## src/rtl/ifu_fetch.sv

```systemverilog
// Instruction fetch stage: holds the PC, issues one memory read per instruction,
// presents it to decode, then waits for the retiring instruction's next PC.
//
// state    | meaning
// ---------+-------------------------------------------------------------
// FETCH    | request valid at pc, waiting for memory to accept
// WAIT_RSP | request accepted, waiting for the read response
// HOLD     | inst/pc valid to decode, waiting for IDU_ready
// WAIT_NPC | instruction handed off, waiting for dnpc from writeback
// FAULT    | misaligned dnpc or fetch error; parked until reset
module ifu_fetch #(
    parameter int              XLEN     = 32,
    parameter logic [XLEN-1:0] RESET_PC = 32'h8000_0000
) (
    input  logic            clk,
    input  logic            rst,
    output logic            mem_req_valid,
    input  logic            mem_req_ready,
    output logic [XLEN-1:0] mem_req_addr,
    input  logic            mem_rsp_valid,
    input  logic [XLEN-1:0] mem_rsp_data,
    input  logic            mem_rsp_err,
    output logic [XLEN-1:0] inst,
    output logic [XLEN-1:0] pc,
    output logic            IFU_valid,
    input  logic            IDU_ready,
    input  logic [XLEN-1:0] dnpc,
    input  logic            dnpc_valid,
    output logic            fetch_fault,
    output logic [31:0]     inst_count
);

    typedef enum logic [2:0] {
        S_FETCH    = 3'd0,
        S_WAIT_RSP = 3'd1,
        S_HOLD     = 3'd2,
        S_WAIT_NPC = 3'd3,
        S_FAULT    = 3'd4
    } state_t;

    state_t            r_state;
    state_t            w_state_next;
    logic [XLEN-1:0]   r_pc;
    logic [XLEN-1:0]   r_inst;
    logic [31:0]       r_inst_count;
    logic              w_inst_load;
    logic              w_pc_load;
    logic              w_handshake;

    always_ff @(posedge clk) begin
        if (rst) begin
            r_state      <= S_FETCH;
            r_pc         <= RESET_PC;
            r_inst       <= '0;
            r_inst_count <= '0;
        end else begin
            r_state <= w_state_next;
            if (w_inst_load) r_inst <= mem_rsp_data;
            if (w_pc_load) r_pc <= dnpc;
            if (w_handshake) r_inst_count <= r_inst_count + 32'd1;
        end
    end

    always_comb begin
        w_state_next = r_state;
        w_inst_load  = 1'b0;
        w_pc_load    = 1'b0;
        w_handshake  = 1'b0;
        case (r_state)
            S_FETCH: begin
                if (mem_req_ready) w_state_next = S_WAIT_RSP;
            end
            S_WAIT_RSP: begin
                if (mem_rsp_valid) begin
                    if (mem_rsp_err) begin
                        w_state_next = S_FAULT;
                    end else begin
                        w_inst_load  = 1'b1;
                        w_state_next = S_HOLD;
                    end
                end
            end
            S_HOLD: begin
                if (IDU_ready) begin
                    w_handshake  = 1'b1;
                    w_state_next = S_WAIT_NPC;
                end
            end
            S_WAIT_NPC: begin
                if (dnpc_valid) begin
                    // pc takes the misaligned target too, so FAULT reports it
                    w_pc_load    = 1'b1;
                    w_state_next = (dnpc[1:0] != 2'b00) ? S_FAULT : S_FETCH;
                end
            end
            S_FAULT: begin
                w_state_next = S_FAULT;
            end
            default: begin
                w_state_next = S_FETCH;
            end
        endcase
    end

    // rst gating keeps memory from seeing a request while it is itself in reset
    assign mem_req_valid = (r_state == S_FETCH) && !rst;
    assign mem_req_addr  = r_pc;
    assign IFU_valid     = (r_state == S_HOLD);
    assign fetch_fault   = (r_state == S_FAULT);
    assign inst          = r_inst;
    assign pc            = r_pc;
    assign inst_count    = r_inst_count;

endmodule
```

## config.mk

```make
export PLATFORM = sky130hd
export DESIGN_NAME = ifu_fetch
export DESIGN_NICKNAME = d
export VERILOG_FILES = /design/src/rtl/ifu_fetch.sv
export SDC_FILE = /design/constraint.sdc
export NUM_CORES = 1
export LEC_CHECK = 0
export CAP_MARGIN = 25
export CORE_MARGIN = 4
export CORE_UTILIZATION = 45
export DETAILED_ROUTE_END_ITERATION = 10
export DONT_BUFFER_PORTS = 1
export SETUP_SLACK_MARGIN = 0.2
export SYNTH_ARGS = -nofsm -noshare
export SYNTH_HDL_FRONTEND = slang
export SYNTH_SLANG_ARGS = --single-unit
```

## constraint.sdc

```tcl
create_clock -name clk -period 2.3 [get_ports clk]
set_input_delay 0.46 -clock clk [delete_from_list [all_inputs] [get_ports clk]]
set_output_delay 0.46 -clock clk [all_outputs]
set_load 0.005 [all_outputs]
```

==> impl_metrics.toml <==
[sta]
hold_violations = 0
tightest_slew_ns = 0.6226
final.setup_skew_ns = 0.01231
fin_setup_tns_ns = 0
min_period_ns = 2.017
max_slew_margin_pct = 58.50
slew_viol_final = 0
grt_setup_unrepaired = "no"
fmax_ghz = 0.4957
finalCritPeriodShare_pct = 87.71
setup_slack_ns = 0.2827
finalSetupViolCount = 0

[critical_path]
crit_type = "flip-flop to flip-flop"
slowest_stage = "or4_4"
cp.required_ns = 2.59
path_max_fanout = 18
cp_num_buf_inv = 1
crit_family = "simple AND/OR/NAND/NOR gates"
crit_path_cell_trace = "nand4_1 -> or4_4 -> buf_6 -> or4_1 -> a21oi_1"
slowest_delay_ns = 0.61
cp-end-kind = "flip-flop"
critPathArrivalTime_ns = 2.31
startpoint_type = "flip-flop"

[clock_network]
clock-sinks = 99
htree_levels = 3
cts_tree = "done"
worstSkewPairLatency_ns = 0.36
cts-hold-fix-buffers = 0
clk_pin_slew_ns = 0.10
root_buffer = "clkbuf_8"
cts_buffer_depth = 2
cts-buffers-inserted = 9

[detailed_routing]
num_vias = 3336
drtIter0Drc = 204
ant_nets = 0
first_pass_iters = 4
wl_met1_um = 4205
post_drt_wl_per_cell_um = 17.16
dr_wl_met3_um = 992
drc_errors = 0
via_per_inst = 5.579
wl_met2_um = 4886
drt-total-wl_um = 10260
highest_layer = "met4"

[yosys]
synth_area_per_cell_um2 = 8.001
yosysTopAreaCell = "dfxtp_1"
synth_top_area_share_pct = 47.45
netlist_instances = 522
syn_area_um2 = 4177
yosysUniqueCellTypes = 37
yosysWarningCount = 0
synth_area_leaders = "dfxtp_1, nand2_1, a21oi_1"
synth_seq_area_share_pct = 47.45
ys_ff_latch = 99
synthesis.nets = 594

[floorplanning]
die_h_um = 104.3
rows = 34
io-pin-count = 202
dieArea_um2 = 10890
fp.coreArea_um2 = 8891
start_util_pct = 46.97
die_w_um = 104.3

[final_layout]
final_common_cell = "nand2_1"
area_growth_pct = 3.325
seq_area_um2 = 1987
final_nets = 557
layout_common_cells = "nand2_1, dfxtp_1, a21oi_1"
antenna_cells = 0
multi_input_area_um2 = 1814
n_fill_cell = 894
drive_gt1_share_pct = 11.02

[placement]
gp_congestion = 0.7745
place_ws_ns = 0.1361
dp_hpwl_um = 7334
port_buffers = 0

[grt]
grt.overflow.total = 0
grt_max_degree = 104
grt_pass1_vias = 3096
antenna_found_initial = 0
grt_first_pass_wirelength_um = 16120
grt_util_all_layers_pct = 18.01

[worst_hold_path]
hold_path_class = "input port to flip-flop"

[power]
ir_drop_v = 0.0003992
p_leak_nw = 1.355
p_per_area_nw_per_um2 = 662.4

[job]
drv_cap = 0

[run_status]
status = "finished clean"
per-layer routing:
| metal | vias up | GRT usage [%] |
|---|---|---|
| li1 | 1661 | - |
| met1 | 1518 | 20.36 |
| met3 | 18 | 8.132 |
| met4 | 0 | 5.413 |
| met2 | 139 | 30.40 |
| met5 | - | 0 |
metrics by stage:
stage	std cells	cell area, um2	util, %	power (mW)	hold slack, ns
2_1_floorplan	522	4177	-	1.876	0.4527
3_3_place_gp	581	4093	46.03	1.873	0.4610
3_5_place_dp	581	4093	46.03	1.877	0.4659
4_1_cts	597	4275	48.09	2.910	0.1429
5_1_grt	598	4315	48.54	2.985	0.1406
6_report	598	4315	48.54	2.859	0.1711
state kept, by name, summed over array words and instances, names as in the netlist:
| signal | cells |
|---|---|
| r_state | 3 |
| inst_count | 32 |
| mem_req_addr | 32 |
| inst | 32 |
synth_stat cells:
cell / instances
a211oi_1: 1
a21oi_1: 82
a32oi_1: 1
and4_1: 2
and4b_1: 1
buf_1: 6
buf_2: 1
buf_4: 32
buf_6: 1
clkbuf_1: 30
dfxtp_1: 99
ha_1: 1
inv_1: 5
mux2_2: 3
mux2i_1: 1
nand2_1: 141
nand3_1: 9
nand3b_1: 2
nand4_1: 6
nand4_2: 2
nand4b_1: 1
nand4bb_1: 1
nor2_1: 20
nor2b_1: 3
nor3_1: 3
nor3b_1: 3
nor4_1: 8
nor4bb_1: 1
o21ai_0: 5
o22ai_1: 1
o31ai_1: 13
o41a_1: 1
or2_2: 3
or3_1: 8
or4_1: 14
xnor2_1: 8
xor2_1: 3
area by class of cell:
type / count / area share, %
flip-flops and latches: 99 / 46.04
multi-input cells: 348 / 42.04
repair buffers: 22 / 4.204
clock buffers: 11 / 3.276
well taps: 108 / 3.131
clock inverters: 5 / 0.8698
inverters: 5 / 0.4349
repair_timing:
| action | CTS | global route |
|---|---|---|
| pin swaps | 0 | 1 |
| endpoints found under the setup margin | 8 | 10 |
| resized for setup | 1 | 9 |
| setup buffers | 0 | 1 |
kinds of logic (layout without fill, tap and decap cells):
kind of cell	after synthesis	after routing	share of synthesized area (%)
buffers and inverters	75	43	9.826
adder cells (fa/ha/maj)	1	1	0.2995
AND/OR/NAND/NOR	228	228	25.49
XOR/XNOR	11	11	2.307
multiplexers	4	4	1.048
flip-flops	99	99	47.45
AO/OA/AOI/OAI	104	104	13.57
worst paths after layout:
path	startpoint	endpoint	slack, ns	depth (start not counted)
worst min register to register	inst[13]$_SDFFE_PP0P_	inst[13]$_SDFFE_PP0P_	0.48	2
worst min-delay path	rst	inst_count[6]$_SDFFE_PP0P_	0.17	1
worst max register to register	inst_count[10]$_SDFFE_PP0P_	inst_count[31]$_SDFFE_PP0P_	0.28	5
worst max-delay path	inst_count[10]$_SDFFE_PP0P_	inst_count[31]$_SDFFE_PP0P_	0.28	5
worst register-to-register path: stages, from the launching register on:
cell	delay, ns
dfxtp_2	0.37
nand4_1	0.15
or4_4	0.61
buf_6	0.18
or4_1	0.50
a21oi_1	0.15
report_power, final:
part / total [mW] / internal, mW / switching [mW]
sequential: 1.75 / 1.73 / 0.0166
clock: 1.02 / 0.428 / 0.595
combinational: 0.0857 / 0.0351 / 0.0507
(Power assumes the default switching activity.)
